===== src/rtl/mux_onehot_reg.sv =====
// Registered one-hot multiplexer with a one-entry valid/ready output stage.
// Optional select checking (zeroed data, SEL_ERR flag, ERR_CNT) is enabled by MUX_ONEHOT_REG_CHECK_EN.
module mux_onehot_reg #(
    parameter int BITWIDTH = 32,
    parameter int NCH      = 4
) (
    input  logic                    CLK,
    input  logic                    RSTn,
    input  logic [NCH*BITWIDTH-1:0] DI,
    input  logic [NCH-1:0]          SEL,
    input  logic                    IN_VALID,
    output logic                    IN_READY,
    output logic [BITWIDTH-1:0]     DO,
    output logic                    OUT_VALID,
    input  logic                    OUT_READY,
    output logic                    SEL_ERR,
    output logic [7:0]              ERR_CNT
);

    typedef enum logic {
        ST_EMPTY = 1'b0,
        ST_FULL  = 1'b1
    } state_t;

    state_t              state_r;
    state_t              state_nxt_s;
    logic                accept_s;
    logic                consume_s;
    logic [BITWIDTH-1:0] data_or_s;
    logic [BITWIDTH-1:0] data_sel_s;
    logic [BITWIDTH-1:0] do_r;

    // The stage can take a word when empty or when the held word leaves this cycle.
    assign IN_READY  = (state_r == ST_EMPTY) | OUT_READY;
    assign accept_s  = IN_VALID & IN_READY;
    assign consume_s = (state_r == ST_FULL) & OUT_READY;
    assign OUT_VALID = (state_r == ST_FULL);
    assign DO        = do_r;

    // OR of every selected channel; equals the selected channel for a one-hot SEL.
    always_comb begin
        data_or_s = {BITWIDTH{1'b0}};
        for (int i = 0; i < NCH; i++) begin
            if (SEL[i]) begin
                data_or_s = data_or_s | DI[i*BITWIDTH +: BITWIDTH];
            end else begin
                data_or_s = data_or_s;
            end
        end
    end

`ifdef MUX_ONEHOT_REG_CHECK_EN
    localparam logic [NCH-1:0] ONE_L = {{(NCH-1){1'b0}}, 1'b1};

    logic       onehot_s;
    logic       sel_err_r;
    logic [7:0] err_cnt_r;

    function automatic logic is_onehot(input logic [NCH-1:0] v);
        return (v != {NCH{1'b0}}) && ((v & (v - ONE_L)) == {NCH{1'b0}});
    endfunction

    // Non-one-hot selects resolve to all-zero data.
    always_comb begin
        onehot_s = is_onehot(SEL);
        if (onehot_s) begin
            data_sel_s = data_or_s;
        end else begin
            data_sel_s = {BITWIDTH{1'b0}};
        end
    end

    // Error flag travels with the held word.
    always_ff @(posedge CLK or negedge RSTn) begin
        if (!RSTn) begin
            sel_err_r <= 1'b0;
        end else if (accept_s) begin
            sel_err_r <= ~onehot_s;
        end else begin
            sel_err_r <= sel_err_r;
        end
    end

    // Saturating count of accepted bad selects, cleared only by reset.
    always_ff @(posedge CLK or negedge RSTn) begin
        if (!RSTn) begin
            err_cnt_r <= 8'd0;
        end else if (accept_s && !onehot_s && (err_cnt_r != 8'hFF)) begin
            err_cnt_r <= err_cnt_r + 8'd1;
        end else begin
            err_cnt_r <= err_cnt_r;
        end
    end

    assign SEL_ERR = sel_err_r;
    assign ERR_CNT = err_cnt_r;
`else
    // Without checking, non-one-hot selects simply OR the selected channels.
    always_comb begin
        data_sel_s = data_or_s;
    end

    assign SEL_ERR = 1'b0;
    assign ERR_CNT = 8'd0;
`endif

    // Next-state logic for the EMPTY/FULL output stage.
    always_comb begin
        state_nxt_s = state_r;
        case (state_r)
            ST_EMPTY: begin
                if (accept_s) begin
                    state_nxt_s = ST_FULL;
                end else begin
                    state_nxt_s = ST_EMPTY;
                end
            end
            ST_FULL: begin
                if (consume_s && !accept_s) begin
                    state_nxt_s = ST_EMPTY;
                end else begin
                    state_nxt_s = ST_FULL;
                end
            end
            default: begin
                state_nxt_s = ST_EMPTY;
            end
        endcase
    end

    // Stage occupancy register.
    always_ff @(posedge CLK or negedge RSTn) begin
        if (!RSTn) begin
            state_r <= ST_EMPTY;
        end else begin
            state_r <= state_nxt_s;
        end
    end

    // Data register loads only on accept, so a stalled word stays frozen.
    always_ff @(posedge CLK or negedge RSTn) begin
        if (!RSTn) begin
            do_r <= {BITWIDTH{1'b0}};
        end else if (accept_s) begin
            do_r <= data_sel_s;
        end else begin
            do_r <= do_r;
        end
    end

endmodule


===== config.mk =====
export PLATFORM = sky130hd
export DESIGN_NAME = mux_onehot_reg
export DESIGN_NICKNAME = d
export VERILOG_FILES = /design/src/rtl/mux_onehot_reg.sv
export SDC_FILE = /design/constraint.sdc
export NUM_CORES = 1
export LEC_CHECK = 0
export CORE_MARGIN = 3
export CORE_UTILIZATION = 34
export CTS_BUF_LIST = sky130_fd_sc_hd__clkbuf_8
export DETAILED_ROUTE_END_ITERATION = 8
export GPL_TIMING_DRIVEN = 0
export HOLD_SLACK_MARGIN = 0.1
export PLACE_DENSITY = 0.95
export SLEW_MARGIN = 10
export SYNTH_ARGS = -nofsm -noshare
export SYNTH_HDL_FRONTEND = slang
export SYNTH_SLANG_ARGS = --single-unit

===== constraint.sdc =====
create_clock -name CLK -period 1.6 [get_ports CLK]
set_input_delay 0.16 -clock CLK [delete_from_list [all_inputs] [get_ports CLK]]
set_output_delay 0.16 -clock CLK [all_outputs]
set_load 0.02 [all_outputs]

Word-level counts from Yosys, hierarchy flattened
Cells that the tools add are included.
{"block": "totals", "register_bits": 33, "inputBits": 136, "output_inout_bits": 43}
{"block": "classes", "muxes": 7, "bitwise": 7, "n_reduce_logical": 2}
{"operator": "two-way mux 32 bit", "count": 4}
{"operator": "OR 32 bit", "count": 3}
{"operator": "bitwise AND 1 bit", "count": 2}
{"operator": "two-way mux 1 bit", "count": 2}
{"operator": "one-hot mux 1 bit (2 select lines)", "count": 1}
{"operator": "logical AND 1 bit", "count": 1}
{"operator": "zero test 1 bit", "count": 1}
{"operator": "inverter 1 bit", "count": 1}
{"operator": "OR 1 bit", "count": 1}

Longest topological paths before layout
{"block": "depth", "word_depth": 7, "ltp_mapped": 5, "mapped_depth_nobuf": 3}

Worst setup path after synthesis
No wires, ideal clock.
{"block": "synth_path", "path_type": "flip-flop to flip-flop", "from": "register state_r (netlist: OUT_VALID)", "to": "register do_r[0] (netlist: DO[0])", "n_path_buf": 2, "path_slack_ns": 0.374, "stages_incl_launch_ff": 5, "arrival_time_ns": 1.085, "path_cell_list": "dfrtp_1 > nand2b_4 > buf_4 > buf_1 > a31oi_1"}
{"block": "synth_via", "elab_chain_len": 3}
{"item": "from (decl)", "line": "25", "text": "state_t state_r;"}
{"item": "from (signal assigned)", "line": "136", "text": "state_r <= state_nxt_s;"}
{"item": "inverter 1 bit"}
{"item": "OR 1 bit", "line": "34", "text": "assign IN_READY = (state_r == ST_EMPTY) | OUT_READY;"}
{"item": "bitwise AND 1 bit", "line": "35", "text": "assign accept_s = IN_VALID & IN_READY;"}
{"item": "to (signal assigned)", "line": "143", "text": "do_r <= {BITWIDTH{1'b0}};"}
{"item": "to (signal assigned)", "line": "145", "text": "do_r <= data_sel_s;"}
{"item": "to (signal assigned)", "line": "147", "text": "do_r <= do_r;"}
{"item": "to (decl)", "line": "31", "text": "logic [BITWIDTH-1:0] do_r;"}
Every way passes these cells.
A chain may end at the register's enable or synchronous reset.

Worst setup path in the final report
{"block": "layout_path", "from": "register state_r (netlist: OUT_VALID)", "to": "output OUT_VALID"}
{"item": "to (decl)", "line": "14", "text": "output logic OUT_VALID,"}
No word-level cell between the ends.

==> flow_summary.json <==
{
  "path_delay_family": "buffers and inverters",
  "ios": 179,
  "vias_per_cell": 5.41,
  "yosys.cell_types.count": 15,
  "die_h_um": 86.5,
  "setup_viol": 0,
  "cts.reportedPaths.clkPinSlew_ns": 0.06,
  "diodes": 0,
  "grt_pass1_wl_mm": 13.0,
  "ys_seq_elements": 33,
  "clockBufferDepth": 2,
  "grt_max_degree": 34,
  "synth_common_cells": "dfrtp_1, a21oi_1, a22o_1, a31oi_1, a221oi_2",
  "p_leak_uw": 0.00158,
  "fmax_mhz": 686,
  "cts_buffers": 5,
  "ant_nets": 0,
  "crit_buf_inv": 1,
  "power.density_nw_per_um2": 697,
  "ff2ff_path_depth": 4,
  "num_vias": 2480,
  "grt.overflow.total": 0,
  "area_growth_pct": 85.7,
  "die_x_um": 86.5,
  "hold_ws_ns": 0.212,
  "path_max_fanout": 2,
  "post-synth-top-area-cell": "dfrtp_1",
  "dpl.hpwl_mm": 7.15,
  "yosys_warnings": 0,
  "synth_edf_count": 0,
  "core_area_um2": 6100,
  "min_path_cells": 2,
  "tns_ns": 0,
  "cp_slowest_cell": "clkdlybuf4s50_1",
  "fin_crit_ns": 1.46,
  "grt_usage_pct": 22.5,
  "synthCells": 199,
  "skew_ns": 0.00450,
  "cap_violations": 0,
  "clk_latency_ns": 0.27,
  "grt_antenna_before_repair": 0,
  "cp_cell_sequence": "clkdlybuf4s50_1",
  "wl_mm": 8.60,
  "cts_setup_buffers": 0,
  "required_ns": 1.44,
  "slew_viol_final": 0,
  "cts_tree": "built",
  "worst_setup_path_end_kind": "output pin",
  "drt_iter0_drc": 84,
  "hold_path.class": "in2reg",
  "cts.sinks": 33,
  "drt-wirelength-per-cell_um": 18.8,
  "fp.dieArea_um2": 7480,
  "initial_utilization_pct": 36.1,
  "rsz0062_at_grt": "no",
  "row_count": 28,
  "htree_levels": 2,
  "slowest_delay_ns": 0.64,
  "dr.pass1.iters": 4,
  "finalInstanceArea_um2": 4090,
  "post-route-util_pct": 67.1,
  "arrival_ns": 1.30,
  "avgSynthCellArea_um2": 11.1,
  "seq_area_frac_synth_pct": 37.5,
  "p_comb_share_pct": 44.4,
  "finalCritPeriodShare_pct": 91.1,
  "fin_ws_ns": 0.143,
  "intPower_uw": 1950,
  "nets": 518,
  "vdd_drop_max_v": 0.000441,
  "drc_errors": 0,
  "power.share.clock_pct": 19.8,
  "gp_congestion": 0.899,
  "critPathKind": "reg2out",
  "async_flop_share_pct": 100,
  "io_buffer_count": 168,
  "sw_frac_of_total_pct": 31.7,
  "worst-slew-pin-transition_ns": 0.733,
  "seqPwrFrac_pct": 35.9,
  "place_ws_ns": -0.330,
  "timing_hold_violations_final": 0,
  "slew_headroom_pct": 51.1,
  "grt_pass1_vias": 2587,
  "startpoint_type": "register",
  "synth_flop_cell": "dfrtp_1",
  "worst-path-stages": 1,
  "synth_area_leaders": "dfrtp_1, a221oi_2, a22o_1",
  "drive_gt1_share_pct": 17.2,
  "cts_root_buffer": "clkbuf_8",
  "yosysMostFrequentCell": "dfrtp_1",
  "yosys.area.top_type_share_pct": 37.5,
  "status": "finished clean",
  "power.switching_uw": 904,
  "synth_area_um2": 2200,
  "nFillCells": 496,
  "place_area_um2": 4000
}
state kept, by name, indices dropped and copies added, names as in the netlist:
signal,flops
DO,32
OUT_VALID,1
routing by layer:
layer	routed length [µm]	global-route usage, %	part of all wire (%)	up-vias
met1	3080	24.7	36	1148
met3	838	5.32	9.7	16
met2	4510	42.5	53	134
met4	168	6.52	2.0	0
li1	-	-	-	1182
met5	0	0	0	-
final cells by class:
class,instances,area [µm²],area share [%]
well taps,75,93.8,2.29
plain buffers,34,240,5.87
flip-flops and latches,33,826,20.2
multi-input cells,139,1160,28.4
repair buffers,169,1690,41.2
clock inverters,3,13.8,0.336
clock buffers,5,68.8,1.68
worst reg2reg max path, cell delays in order (launching register included):
cell	delay, ns
dfrtp_1	0.41
nand2b_4	0.08
buf_4	0.21
buf_1	0.39
a31oi_1	0.16
cells in the final DEF, fill, tap and decap left out, drive strengths merged, types with 2 or more instances in the layout:
| cell | n |
|---|---|
| clkdlybuf4s50 | 166 |
| dfrtp | 33 |
| a22o | 32 |
| a21oi | 32 |
| a31oi | 32 |
| a221oi | 32 |
| buf | 27 |
| clkbuf | 11 |
| conb | 9 |
| bufbuf | 2 |
| clkinv | 2 |
| nand2b | 2 |
path summary, 6_finish.rpt:
kind,endpoint,startpoint,slack [ns]
worst max-delay path,OUT_VALID,OUT_VALID,0.14
worst min-delay path,OUT_VALID,IN_VALID,0.21
worst max register to register,DO[25],OUT_VALID,0.21
worst min register to register,DO[27],DO[27],0.54
max in group asynchronous,DO[17],RSTn,0.62
min in group asynchronous,DO[27],RSTn,0.51
power groups by stage:
stage	Sequential [µW]	Clock, µW	Combinational (µW)
finish	1020	564	1270
global route	1030	627	1350
CTS	1020	585	1270
detailed placement	1040	0	1270
global placement	1030	0	1240
floorplan	1170	0	404
logic make-up after synthesis:
kind of cell / share of synthesized area, %
DFF: 37.5
buffers and inverters: 11.1
AOI/OAI and AO/OA: 50.3
other: 0.170
and+or+nand+nor: 0.909
timing repair:
item	CTS	global route
gates resized for setup	3	0
hold buffers	1	0
endpoints found under the hold margin	33	0
setup endpoints to repair	1	0
per-stage QoR:
| step | total power, µW | std cells |
|---|---|---|
| after floorplan | 1580 | 207 |
| after global placement | 2270 | 450 |
| after detailed placement | 2300 | 450 |
| after CTS | 2870 | 458 |
| after global routing | 3010 | 458 |
| final | 2850 | 458 |
No activity file was read; power rests on OpenSTA's default activity.
